`config.mk`:
```
export PLATFORM = sky130hd
export DESIGN_NAME = term_fifo_bank
export DESIGN_NICKNAME = d
export VERILOG_FILES = /design/src/rtl/term_fifo_pkg.sv /design/src/rtl/term_fifo.sv /design/src/rtl/term_fifo_bank.sv
export SDC_FILE = /design/constraint.sdc
export NUM_CORES = 1
export LEC_CHECK = 0
export CAP_MARGIN = 5
export CORE_MARGIN = 3
export CORE_UTILIZATION = 45
export CTS_BUF_LIST = sky130_fd_sc_hd__clkbuf_2
export CTS_CLUSTER_DIAMETER = 150
export DETAILED_ROUTE_END_ITERATION = 10
export GPL_TIMING_DRIVEN = 1
export MAX_ROUTING_LAYER = met4
export SLEW_MARGIN = 20
export SYNTH_ARGS = -nofsm -noshare
export SYNTH_HDL_FRONTEND = slang
export SYNTH_SLANG_ARGS = --single-unit
```
`constraint.sdc`:
```
create_clock -name clk -period 4.35 [get_ports clk]
set_clock_uncertainty 0.05 [all_clocks]
set_input_delay 0.87 -clock clk [delete_from_list [all_inputs] [get_ports clk]]
set_output_delay 0.87 -clock clk [all_outputs]
set_load 0.005 [all_outputs]
```
`src/rtl/term_fifo_pkg.sv`:
```
// term_fifo_pkg
//   Shared definitions for the multi-channel terminal buffer:
//   - width helpers for the per-channel occupancy count and pointers
//   - rr_next(): round-robin search for the first non-empty channel
//   Channel vectors are zero-extended to MAX_CH bits before being
//   handed to rr_next(), so a bank may hold at most MAX_CH channels.
package term_fifo_pkg;

  localparam int MAX_CH    = 32;
  localparam int IDX_W     = $clog2(MAX_CH);
  localparam int DEF_DEPTH = 4;
  localparam int CNT_W_DEF = $clog2(DEF_DEPTH + 1);
  localparam int PTR_W_DEF = $clog2(DEF_DEPTH);

  // Count must be able to hold the value depth itself.
  function automatic int cnt_width(input int depth);
    return $clog2(depth + 1);
  endfunction

  function automatic int ptr_width(input int depth);
    return $clog2(depth);
  endfunction

  // Returns {found, idx}: first set bit of nonempty_vec at or after
  // start, wrapping modulo n. idx is start when nothing is found.
  function automatic logic [IDX_W:0] rr_next(input logic [IDX_W-1:0] start,
                                             input logic [MAX_CH-1:0] nonempty_vec,
                                             input int n);
    logic             found;
    logic [IDX_W-1:0] idx;
    int               j;
    found = 1'b0;
    idx   = start;
    for (int i = 0; i < MAX_CH; i++) begin
      j = int'(start) + i;
      if (j >= n) j = j - n;
      if ((i < n) && !found && nonempty_vec[j]) begin
        found = 1'b1;
        idx   = IDX_W'(j);
      end
    end
    return {found, idx};
  endfunction

endpackage

```
`src/rtl/term_fifo.sv`:
```
// term_fifo
//   One circular packet FIFO channel.
//   Ports:
//     clk, reset    clock / asynchronous active-high reset (control only)
//     push, din     write strobe and packet
//     pop           dequeue request (ignored when empty)
//     head          packet at the read pointer
//     full          registered, occupancy == fifo_depth
//     empty         occupancy == 0
//     count_next    occupancy after the coming edge
//   A push on a full channel is accepted only when a pop on the same
//   edge frees the slot; otherwise it is dropped here and reported by
//   the bank.
module term_fifo
  import term_fifo_pkg::*;
#(
  parameter int pckg_sz    = 40,
  parameter int fifo_depth = 4,
  localparam int CNT_W     = cnt_width(fifo_depth),
  localparam int PTR_W     = ptr_width(fifo_depth)
) (
  input  logic               clk,
  input  logic               reset,
  input  logic               push,
  input  logic [pckg_sz-1:0] din,
  input  logic               pop,
  output logic [pckg_sz-1:0] head,
  output logic               full,
  output logic               empty,
  output logic [CNT_W-1:0]   count_next
);

  logic [pckg_sz-1:0] mem_q [fifo_depth];
  logic [PTR_W-1:0]   rd_ptr_q, rd_ptr_d;
  logic [PTR_W-1:0]   wr_ptr_q, wr_ptr_d;
  logic [CNT_W-1:0]   count_q, count_d;
  logic               full_q, full_d;
  logic               do_push, do_pop, at_cap;

  function automatic logic [PTR_W-1:0] ptr_inc(input logic [PTR_W-1:0] p);
    return (p == PTR_W'(fifo_depth - 1)) ? '0 : p + 1'b1;
  endfunction

  always_comb begin
    at_cap   = (count_q == CNT_W'(fifo_depth));
    do_pop   = pop && (count_q != '0);
    do_push  = push && (!at_cap || do_pop);
    rd_ptr_d = do_pop  ? ptr_inc(rd_ptr_q) : rd_ptr_q;
    wr_ptr_d = do_push ? ptr_inc(wr_ptr_q) : wr_ptr_q;
    count_d  = count_q;
    if (do_push && !do_pop)      count_d = count_q + 1'b1;
    else if (!do_push && do_pop) count_d = count_q - 1'b1;
    full_d   = (count_d == CNT_W'(fifo_depth));
  end

  // Control state: pointers, occupancy, full flag
  always_ff @(posedge clk or posedge reset) begin
    if (reset) begin
      rd_ptr_q <= '0;
      wr_ptr_q <= '0;
      count_q  <= '0;
      full_q   <= 1'b0;
    end else begin
      rd_ptr_q <= rd_ptr_d;
      wr_ptr_q <= wr_ptr_d;
      count_q  <= count_d;
      full_q   <= full_d;
    end
  end

  // Packet storage
  always_ff @(posedge clk) begin
    if (do_push) mem_q[wr_ptr_q] <= din;
  end

  assign head       = mem_q[rd_ptr_q];
  assign full       = full_q;
  assign empty      = (count_q == '0);
  assign count_next = count_d;

endmodule

```
`src/rtl/term_fifo_bank.sv`:
```
// term_fifo_bank
//   num_ch packet FIFOs feeding one consumer through a pending/pop
//   handshake, with a round-robin arbiter choosing the channel.
//   Ports:
//     clk, reset  clock / asynchronous active-high reset
//     push        per-channel write strobe
//     data_in     per-channel packet (channel c in data_in[c])
//     full        per-channel registered full flag
//     pop         consumer accepts the presented packet
//     pndng       a packet is presented on data_out
//     data_out    head packet of the granted channel (0 during reset)
//     ch_id       granted channel index
//     overflow    sticky, per channel: push dropped on a full channel
//     underflow   sticky: pop seen while nothing was pending
//   The arbiter searches on post-edge occupancies, so a pop is followed
//   by the next packet with no bubble, and a grant held without pop is
//   never preempted by pushes to other channels.
module term_fifo_bank
  import term_fifo_pkg::*;
#(
  parameter int pckg_sz    = 40,
  parameter int fifo_depth = 4,
  parameter int num_ch     = 4,
  localparam int CW        = $clog2(num_ch)
) (
  input  logic                           clk,
  input  logic                           reset,
  input  logic [num_ch-1:0]              push,
  input  logic [num_ch-1:0][pckg_sz-1:0] data_in,
  output logic [num_ch-1:0]              full,
  input  logic                           pop,
  output logic                           pndng,
  output logic [pckg_sz-1:0]             data_out,
  output logic [CW-1:0]                  ch_id,
  output logic [num_ch-1:0]              overflow,
  output logic                           underflow
);

  localparam int CNT_W = cnt_width(fifo_depth);

  logic [pckg_sz-1:0] head_w  [num_ch];
  logic [CNT_W-1:0]   cnt_nxt [num_ch];
  logic [num_ch-1:0]  full_w, empty_w, pop_ch, nonempty_nxt;

  logic [CW-1:0]      cur_q, cur_d, start;
  logic               pndng_q, pndng_d, search;
  logic [num_ch-1:0]  ovf_q, ovf_d;
  logic               unf_q, unf_d;
  logic [IDX_W:0]     rr;

  for (genvar c = 0; c < num_ch; c++) begin : g_ch
    assign pop_ch[c]       = pop && pndng_q && (cur_q == CW'(c)) && !empty_w[c];
    assign nonempty_nxt[c] = (cnt_nxt[c] != '0);

    term_fifo #(
      .pckg_sz   (pckg_sz),
      .fifo_depth(fifo_depth)
    ) u_fifo (
      .clk       (clk),
      .reset     (reset),
      .push      (push[c]),
      .din       (data_in[c]),
      .pop       (pop_ch[c]),
      .head      (head_w[c]),
      .full      (full_w[c]),
      .empty     (empty_w[c]),
      .count_next(cnt_nxt[c])
    );
  end

  always_comb begin
    cur_d   = cur_q;
    pndng_d = pndng_q;
    start   = cur_q;
    search  = 1'b0;
    if (pop && pndng_q) begin
      // The granted channel has been served: continue after it.
      search = 1'b1;
      start  = (cur_q == CW'(num_ch - 1)) ? '0 : cur_q + 1'b1;
    end else if (!pndng_q) begin
      search = 1'b1;
    end
    rr = rr_next(IDX_W'(start), MAX_CH'(nonempty_nxt), num_ch);
    if (search) begin
      if (rr[IDX_W]) begin
        cur_d   = CW'(rr[IDX_W-1:0]);
        pndng_d = 1'b1;
      end else begin
        pndng_d = 1'b0;
      end
    end
    ovf_d = ovf_q | (push & full_w & ~pop_ch);
    unf_d = unf_q | (pop & ~pndng_q);
  end

  // Arbiter and sticky status registers
  always_ff @(posedge clk or posedge reset) begin
    if (reset) begin
      cur_q   <= '0;
      pndng_q <= 1'b0;
      ovf_q   <= '0;
      unf_q   <= 1'b0;
    end else begin
      cur_q   <= cur_d;
      pndng_q <= pndng_d;
      ovf_q   <= ovf_d;
      unf_q   <= unf_d;
    end
  end

  assign pndng     = pndng_q;
  assign ch_id     = cur_q;
  assign data_out  = reset ? '0 : head_w[cur_q];
  assign full      = full_w;
  assign overflow  = ovf_q;
  assign underflow = unf_q;

endmodule

```
After elaboration in Yosys (flattened, before gate mapping)
Memories as Yosys holds them, arrays and structs flattened.
Index checks and enable logic that the tools add are counted.

storage, ports and cells
  flip-flop bits (word level) = 40
  logic and storage cells = 206
  memories kept = 4
  input port bits = 167
  output and inout bits = 52
  memory bits (writable) = 640

memory list
  memory                words  width  rd ports  clocked after Yosys merged registers in  wr ports  line             source
  g_ch[0].u_fifo.mem_q  4      40     1         0                                        1         term_fifo.sv:33  logic [pckg_sz-1:0] mem_q [fifo_depth];
  g_ch[1].u_fifo.mem_q  4      40     1         0                                        1         term_fifo.sv:33
  g_ch[2].u_fifo.mem_q  4      40     1         0                                        1         term_fifo.sv:33
  g_ch[3].u_fifo.mem_q  4      40     1         0                                        1         term_fifo.sv:33

cells by class
  order comparisons = 9
  eq/ne operators = 19
  $add $sub $neg = 24
  bitwise gates (word level) = 8
  multiplexer cells = 57
  reductions and logical operators = 65

operators by type and width
  operator             number
  $lt 32x7->1 const B  4
  $mux 32              4
  $mux 40              3
  $bmux 40 s2          1
  $logic_and 1x1->1    28
  $mux 2               14
  $eq 3x3->1 const B   8
  $mux 3               8
  $reduce_bool 3->1    8
  $mux 1               23
  $bmux 1 s5           4
  $eq 2x2->1 const B   10
  $logic_not 1->1      19
  $add 2x1->2 const B  9
  $add 3x1->3 const B  4
  $ge 3x3->1 const B   4
  $logic_not 3->1      4
  $sub 3x1->3 const B  4
  $sub 3x3->4 const B  3
  $and 4x4->4          2
  $add 2x2->3 const B  2
  $logic_or 1x1->1     4
  $not 4->4            1
  $or 4x4->4           1
  other kinds (10)     10

Depth between registers and ports, before layout
Gate-level depths: netlist of the first run.

  depth in word-level cells = 25
  gate-level depth with buffers = 14
  mapped depth without buffers = 12

Hierarchy
From an unflattened synthesis of the first run, not the netlist that was laid out.

second synthesis, totals
  cell total of the unflattened synthesis = 1283
  area, all modules = 27452.6 um^2

by module, submodules not included
  module                          seq. area each (um^2)  area an instance (um^2)  times used  cells each
  term_fifo (g_ch[0].u_fifo ...)  5004.8                 6371.1                   3           275
  term_fifo (g_ch[3].u_fifo)      5004.8                 6364.9                   1           275
  term_fifo_bank                  200.2                  1974.4                   1           183

Least setup slack after synthesis of the first run
Ideal clock, no wire load.

  path kind = register -> register
  from = register cur_q[1], in the netlist ch_id[1]
  to = memory g_ch[0].u_fifo.mem_q[3][0] (enable)
  setup time = 0.401 ns
  period minus slack after synthesis = 3.494 ns
  arrival = 3.042 ns
  buffers on the path = 2
  slack = 0.856 ns
  required time = 3.899 ns
  stages on the path, launching flop included = 9
  cells stage by stage = dfrtp_1 -> clkinv_1 -> buf_1 -> ha_1 -> and3_1 -> buf_2 -> nor2_1 -> nor2_1 -> and2_1

between the ends
  cells in the longest elaborated chain, start to end = 8

ends and longest elaborated chain
  element                         line                   source
  from (decl)                     term_fifo_bank.sv:45   logic [CW-1:0] cur_q, cur_d, start;
  from (signal assigned)          term_fifo_bank.sv:104  cur_q <= cur_d;
  $logic_not 2->1                 term_fifo_bank.sv:52   assign pop_ch[c] = pop && pndng_q && (cur_q == CW'(c)) && !empty_w[c];
  $logic_and 1x1->1 (2 in a row)  term_fifo_bank.sv:52
  $logic_and 1x1->1               term_fifo.sv:46        do_pop = pop && (count_q != '0);
  $logic_or 1x1->1                term_fifo.sv:47        do_push = push && (!at_cap || do_pop);
  $logic_and 1x1->1               term_fifo.sv:47
  $mux 1                          term_fifo.sv:73        if (do_push) mem_q[wr_ptr_q] <= din;
  $mux 1 (not written as such)    term_fifo.sv:73
  to (decl)                       term_fifo.sv:33

Every way passes these cells.

Worst setup path after layout of the first run
  from = register g_ch[2].u_fifo.rd_ptr_q[0]
  to = output port data_out[3]

between the ends
  cells in the longest elaborated chain, start to end = 5

ends and longest elaborated chain
  element                                     line                   source
  from (decl)                                 term_fifo.sv:34        logic [PTR_W-1:0] rd_ptr_q, rd_ptr_d;
  from (signal assigned)                      term_fifo.sv:64        rd_ptr_q <= rd_ptr_d;
  $mem_v2 4x40                                --
  $bmux 40 s2                                 term_fifo_bank.sv:113  assign data_out = reset ? '0 : head_w[cur_q];
  $mux 40 (not written as such) (2 in a row)  term_fifo_bank.sv:113
  $mux 40                                     term_fifo_bank.sv:113
  to (decl)                                   term_fifo_bank.sv:33   output logic [pckg_sz-1:0] data_out,

Every way passes these cells. The select of a mux whose other input is x is not followed.

==> results of run 1 <==
[timing repair]
item / 4_1_cts / 5_1_grt
setup buffers: 77 / 7
resized for setup: 289 / 15
hold endpoints to repair: 355 / 0
setup endpoints to repair: 40 / 40
pin swaps: 17 / 0
hold buffers: 101 / 0
gates cloned: 5 / 1
[logic make-up (layout without fill, tap and decap cells)]
kind of cell               count (synthesis)  count (layout)  share of synthesized area, %
DFF                                      680             680                          73.7
muxes                                    216             216                          17.1
and+or+nand+nor                          157             157                          3.34
buffers and inverters                     98             779                          1.54
AOI/OAI and AO/OA                         79              79                          2.38
adders and majority gates                 39              39                          1.78
xor gates and xnor gates                   6               6                         0.192
other                                      0               8                             0
[layer usage]
metal	wire length, um	up-vias	track usage (%)
li1	-	6556	-
met1	27900	7829	29.0
met2	35100	543	36.5
met3	4710	80	5.86
met4	1220	0	6.69
met5	0	-	-
[state kept, by name, indices dropped and copies added (netlist names), 2 cells and up]
signal and flops:
g_ch.u_fifo.count_q 12, overflow 4, g_ch.u_fifo.mem_q 640, g_ch.u_fifo.full 4
ch_id 2, g_ch.u_fifo.wr_ptr_q 8, g_ch.u_fifo.rd_ptr_q 8
[power groups by stage]
| stage | Combinational [mW] | Sequential (mW) | Clock [mW] |
|---|---|---|---|
| 2_1_floorplan | 4.84 | 9.07 | 0 |
| 3_3_place_gp | 7.45 | 9.45 | 0 |
| 3_5_place_dp | 7.50 | 9.52 | 0 |
| 4_1_cts | 9.25 | 9.11 | 4.46 |
| 5_1_grt | 9.80 | 9.23 | 4.82 |
| 6_report | 9.23 | 9.10 | 4.29 |
[cell type report]
cell class | count | area [sq um]
clock inverters | 39 | 292
multi-input cells | 497 | 6910
well taps | 773 | 967
flip-flops and latches | 680 | 20200
inverters | 29 | 115
diodes | 8 | 20.0
fillers | 4608 | 24800
repair buffers | 460 | 5050
clock buffers | 251 | 1260
[path summary, 6_finish.rpt]
check / start / depth (start not counted) / slack [ns] / to
min in group asynchronous: reset / 4 / 0.73 / overflow[2]
hold reg to reg: underflow / 1 / 0.42 / underflow
max in group asynchronous: reset / 5 / 2.80 / g_ch[1].u_fifo.rd_ptr_q[0]
setup reg to reg: ch_id[0] / 11 / 0.99 / ch_id[0]
setup / recovery: g_ch[2].u_fifo.rd_ptr_q[0] / 7 / -0.03 / data_out[3]
hold / removal: data_in[31] / 1 / 0.22 / g_ch[0].u_fifo.mem_q[0][31]
[cells in the mapped netlist, drive strengths merged, types with 3 or more instances]
library cell | n | area share, %
nor3 | 9 | 0.24
nand2b | 5 | 0.11
edfxtp | 640 | 70
o21bai | 3 | 0.082
nand4b | 3 | 0.15
and2 | 58 | 1.3
or3 | 4 | 0.091
o221ai | 4 | 0.13
ha | 39 | 1.8
o32ai | 3 | 0.096
o211ai | 6 | 0.22
buf | 37 | 0.70
and3 | 5 | 0.11
nand4 | 5 | 0.11
o21ai | 8 | 0.16
mux2 | 13 | 0.53
mux4 | 200 | 16
a21boi | 5 | 0.14
nand3 | 10 | 0.18
nor2b | 8 | 0.18
dfrtp | 40 | 3.6
xnor2 | 6 | 0.19
a21o | 5 | 0.14
inv | 28 | 0.38
a21oi | 11 | 0.27
clkbuf | 32 | 0.44
o31ai | 3 | 0.10
a31o | 5 | 0.16
nor2 | 15 | 0.21
mux2i | 3 | 0.11
nand2 | 25 | 0.35
a31oi | 6 | 0.14
[through the flow]
step	util [%]	total power [mW]	setup WS, ns	hold slack (ns)
final	58.4	22.6	-0.0323	0.216
after global routing	58.4	23.8	-0.247	0.0330
after CTS	58.2	22.8	-0.269	0.0000721
after detailed placement	51.9	17.0	0.564	0.413
after global placement	51.9	16.9	0.636	0.396
after floorplan	-	13.9	0.856	0.401
==> flow_metrics.env, run 1 <==
export IMPL_place_inst=2252
export IMPL_p_leak_nw=12.3
export IMPL_hold_viol_final=0
export IMPL_synthArstFlopShare_pct=5.88
export IMPL_postSynthAreaPerCell_sq_um=21.5
export IMPL_start_kind="flop"
export IMPL_path_buf_inv=4
export IMPL_setup_violations=14
export IMPL_place_gp_congestion=0.808
export IMPL_critPathSlowestCell="dfrtp_4"
export IMPL_switchingPower_mw=7.21
export IMPL_viasPerCell=5.48
export IMPL_seq_power_share_pct=40.2
export IMPL_portBuffers=218
export IMPL_clock_latency_ns=1.28
export IMPL_dpl_cell_area_sq_mm=0.0310
export IMPL_worst_pin_slew_ns=0.843
export IMPL_period_share_pct=101
export IMPL_hold_class="input port to flop"
export IMPL_post_route_min_period_ns=4.38
export IMPL_finalNonFillerCells=2737
export IMPL_grt_pass1_wl_um=101000
export IMPL_worstSetupEndpointType="output pin"
export IMPL_cts_inserted_buffers=172
export IMPL_p_int_mw=15.4
export IMPL_final_common_cell="edfxtp_1"
export IMPL_violations="negative setup slack"
export IMPL_avgRoutedWirePerCell_um=25.2
export IMPL_worstPathArrival_ns=3.46
export IMPL_drt_iter0_drc=1224
export IMPL_max_freq_mhz=228
export IMPL_syn_nets=1481
export IMPL_ctsLongestPathBuffers=3
export IMPL_cp_cell_sequence="buf_12 -> buf_16 -> buf_6 -> mux4_2 -> mux4_2 -> and2_4 -> buf_6"
export IMPL_yosysWarnings=0
export IMPL_grt_max_degree=41
export IMPL_crit_family="multiplexers"
export IMPL_grt_pass1_vias=15900
export IMPL_die_width_um=253
export IMPL_ctsHtreeMaxLevel=4
export IMPL_cts_root_buf="clkbuf_2"
export IMPL_worst_slack_ns=-0.0323
export IMPL_clkPwrFrac_pct=19.0
export IMPL_pwr_share_comb_pct=40.8
export IMPL_rsz0062_at_grt="true"
export IMPL_grt_overflow=0
export IMPL_netlist_instances=1275
export IMPL_slew_violations=0
export IMPL_p_per_area_mw_per_mm2=649
export IMPL_drive_gt1_share_pct=38.4
export IMPL_cp_required_ns=3.43
export IMPL_clkSinkCount=680
export IMPL_fp_coreArea_sq_mm=0.0597
export IMPL_cts_tree="yes"
export IMPL_floorplan_initialDensity_pct=46.0
export IMPL_cp_max_fo=5
export IMPL_wirelength_um=68900
export IMPL_layout_common_cells="edfxtp_1, clkbuf_2, mux4_2"
export IMPL_die_y_um=253
export IMPL_fin_setup_tns_ns=-0.183
export IMPL_swShare_pct=31.9
export IMPL_io_pins=219
export IMPL_drc=0
export IMPL_grt_usage_pct=22.8
export IMPL_slowest_delay_ns=0.53
export IMPL_path_clk_slew_ns=0.10
export IMPL_num_vias=15000
export IMPL_critical_path_class="flop to output pin"
export IMPL_syn_area_sq_mm=0.0274
export IMPL_synth_edf_count=640
export IMPL_antenna_found_initial=8
export IMPL_vdd_ir_drop_worst_mv=0.309
export IMPL_drtPass1Iterations=5
export IMPL_slew_headroom_pct=43.5
export IMPL_hpwl_um=42000
export IMPL_fin_nets=2046
export IMPL_yosys_cell_types_count=71
export IMPL_synth_seq_area_share_pct=73.7
export IMPL_ys_flop_type="edfxtp_1"
export IMPL_status="complete, but fails checks"
export IMPL_dieArea_sq_mm=0.0640
export IMPL_drv_cap=0
export IMPL_ys_seq_elements=680
export IMPL_area_delta_synth_final_pct=27.1
export IMPL_fp_row_count=89
export IMPL_fin_area_sq_mm=0.0349
export IMPL_ant_nets=0
No activity file was read; power rests on OpenSTA's default activity.
==> run 2, diff against run 1 <==
--- a/config.mk
+++ b/config.mk
@@ -6,7 +6,7 @@
 export NUM_CORES = 1
 export LEC_CHECK = 0
 export CAP_MARGIN = 5
-export CORE_MARGIN = 3
+export CORE_MARGIN = 2
 export CORE_UTILIZATION = 45
 export CTS_BUF_LIST = sky130_fd_sc_hd__clkbuf_2
 export CTS_CLUSTER_DIAMETER = 150
==> run 2 against run 1 <==
  * The flow still finishes with violations (negative setup slack)
  * Non-clock buffer count grew 6
  * Final area is 0.85% higher
  * Flip-flop and latch count is the same
  * Sequential power up 1%
  * First-iteration DRC count increased by 8.9%
  * Critical path depth is the same
  * Power increased by 1.3%
  * Register-to-register slack lost 0.02 ns
  * Routed wire length grew 3.8%
  * Largest power group is now sequential cells
  * Via count rose by 1.4%
  * Count of clock-buffer cells in the layout up 5
==> flow_metrics.env, run 2 (same netlist as run 1, synthesis figures left out) <==
export IMPL_ctsHtreeMaxLevel=4
export IMPL_slowest_delay_ns=0.53
export IMPL_vdd_ir_drop_worst_mv=0.420
export IMPL_slew_headroom_pct=40.3
export IMPL_hold_class="input port to flop"
export IMPL_area_delta_synth_final_pct=28.2
export IMPL_portBuffers=218
export IMPL_fp_coreArea_sq_mm=0.0604
export IMPL_path_clk_slew_ns=0.13
export IMPL_crit_path_end="data_out[1]"
export IMPL_worst_slack_ns=-0.105
export IMPL_drive_gt1_share_pct=37.4
export IMPL_grt_overflow=0
export IMPL_crit_family="multiplexers"
export IMPL_die_y_um=251
export IMPL_num_vias=15200
export IMPL_setup_violations=29
export IMPL_drv_cap=0
export IMPL_dieArea_sq_mm=0.0630
export IMPL_dpl_cell_area_sq_mm=0.0311
export IMPL_ant_nets=0
export IMPL_viasPerCell=5.50
export IMPL_fin_nets=2051
export IMPL_path_buf_inv=4
export IMPL_hpwl_um=43100
export IMPL_worstSetupEndpointType="output pin"
export IMPL_drtPass1Iterations=8
export IMPL_grt_usage_pct=24.3
export IMPL_status="complete, but fails checks"
export IMPL_reg2reg_slack_ns=0.97
export IMPL_r2r_start="ch_id[1]"
export IMPL_grt_pass1_vias=16100
export IMPL_cts_inserted_buffers=171
export IMPL_clkSinkCount=680
export IMPL_fin_area_sq_mm=0.0352
export IMPL_post_route_min_period_ns=4.46
export IMPL_cp_max_fo=3
export IMPL_ctsLongestPathBuffers=3
export IMPL_reg_top3="g_ch.u_fifo.mem_q: 640 flops, g_ch.u_fifo.count_q: 12 flops"
export IMPL_avgRoutedWirePerCell_um=25.9
export IMPL_violations="negative setup slack"
export IMPL_clock_latency_ns=1.36
export IMPL_grt_pass1_wl_um=105000
export IMPL_critPathSlowestCell="dfrtp_4"
export IMPL_start_kind="flop"
export IMPL_cts_tree="yes"
export IMPL_p_per_area_mw_per_mm2=652
export IMPL_die_width_um=251
export IMPL_period_share_pct=102
export IMPL_io_pins=219
export IMPL_layout_common_cells="edfxtp_1, clkbuf_2, mux4_2"
export IMPL_place_gp_congestion=0.824
export IMPL_fillers=4581
export IMPL_cts_root_buf="clkbuf_2"
export IMPL_wirelength_um=71600
export IMPL_critical_path_class="flop to output pin"
export IMPL_cp_required_ns=3.43
export IMPL_antenna_found_initial=10
export IMPL_slew_violations=0
export IMPL_fp_row_count=90
export IMPL_worstPathArrival_ns=3.54
export IMPL_r2r_cells=11
export IMPL_rsz0062_at_grt="true"
export IMPL_top_register="g_ch.u_fifo.mem_q"
export IMPL_max_freq_mhz=224
export IMPL_path_depth=7
export IMPL_critPathLaunch="g_ch[2].u_fifo.rd_ptr_q[0]"
export IMPL_largest_reg_flops=640
export IMPL_drt_iter0_drc=1333
export IMPL_final_common_cell="edfxtp_1"
export IMPL_hold_viol_final=0
export IMPL_r2r_end="ch_id[0]"
export IMPL_floorplan_initialDensity_pct=45.4
export IMPL_cp_cell_sequence="buf_6 -> buf_16 -> buf_12 -> mux4_2 -> mux4_2 -> and2_4 -> buf_6"
export IMPL_grt_max_degree=31
export IMPL_drc=0
export IMPL_fin_setup_tns_ns=-1.71
export IMPL_p_leak_nw=12.4
export IMPL_worst_pin_slew_ns=0.896
[run 2: cell types whose count changed in the layout (fill, tap and decap cells not counted), moves of 2 or more]
cell / before / now
and2_1: 3 / 7
and2_4: 39 / 35
buf_12: 37 / 43
buf_2: 2 / 4
buf_4: 64 / 48
buf_6: 62 / 52
bufinv_16: 5 / 9
clkbuf_2: 252 / 260
clkinv_1: 21 / 27
diode_2: 8 / 11
dlygate4sd3_1: 101 / 122
inv_2: 6 / 2
[run 2: area by class of cell]
cell class / count / area [sq um] / share of cell area [%]
multi-input cells: 497 / 6900 / 19.6
clock inverters: 46 / 428 / 1.22
repair buffers: 466 / 5170 / 14.7
inverters: 29 / 115 / 0.327
well taps: 782 / 978 / 2.78
diodes: 11 / 27.5 / 0.0783
flip-flops and latches: 680 / 20300 / 57.6
clock buffers: 256 / 1280 / 3.64
[run 2: repair_timing]
action,in CTS,in global routing
gates resized for setup,269,20
cloned,9,0
hold buffers,122,0
setup endpoints to repair,40,40
pin swaps,11,2
buffers inserted,52,6
hold endpoints to repair,450,0
[run 2: worst min path at each step]
stage | startpoint | end | slack, ns | cells after the start
2_1_floorplan | underflow | underflow | 0.40 | 1
3_3_place_gp | underflow | underflow | 0.39 | 1
3_5_place_dp | underflow | underflow | 0.39 | 1
4_1_cts | data_in[99] | g_ch[2].u_fifo.mem_q[0][19] | 0.001 | 1
5_1_grt | data_in[52] | g_ch[1].u_fifo.mem_q[3][12] | 0.006 | 1
6_report | data_in[19] | g_ch[0].u_fifo.mem_q[0][19] | 0.15 | 1
[run 2: through the flow]
| step | hold slack, ns | power, mW | util (%) | std cells | setup WS, ns |
|---|---|---|---|---|---|
| after floorplan | 0.401 | 13.9 | - | 1275 | 0.856 |
| after global placement | 0.392 | 16.9 | 51.6 | 2271 | 0.394 |
| after detailed placement | 0.395 | 17.1 | 51.6 | 2271 | 0.289 |
| after CTS | 0.00104 | 23.2 | 58.2 | 2755 | -0.338 |
| after global routing | 0.00585 | 24.1 | 58.2 | 2766 | -0.308 |
| final | 0.147 | 22.9 | 58.2 | 2767 | -0.105 |
[run 2: metal layers]
metal  routed length [um]  share of wire [%]  up-vias  track usage (%)
met1                29500                 41     7941             31.0
met5                    0                  0        -                -
li1                     -                  -     6571                -
met3                 5770                8.1       87             7.30
met4                 1130                1.6        0             6.67
met2                35200                 49      613             38.3
[run 2: power breakdown]
group / leakage (nW) / internal (mW) / switching (mW) / total (mW)
combinational: 4.76 / 4.81 / 4.25 / 9.06
sequential: 6.33 / 8.64 / 0.564 / 9.21
clock: 1.27 / 2.10 / 2.55 / 4.65
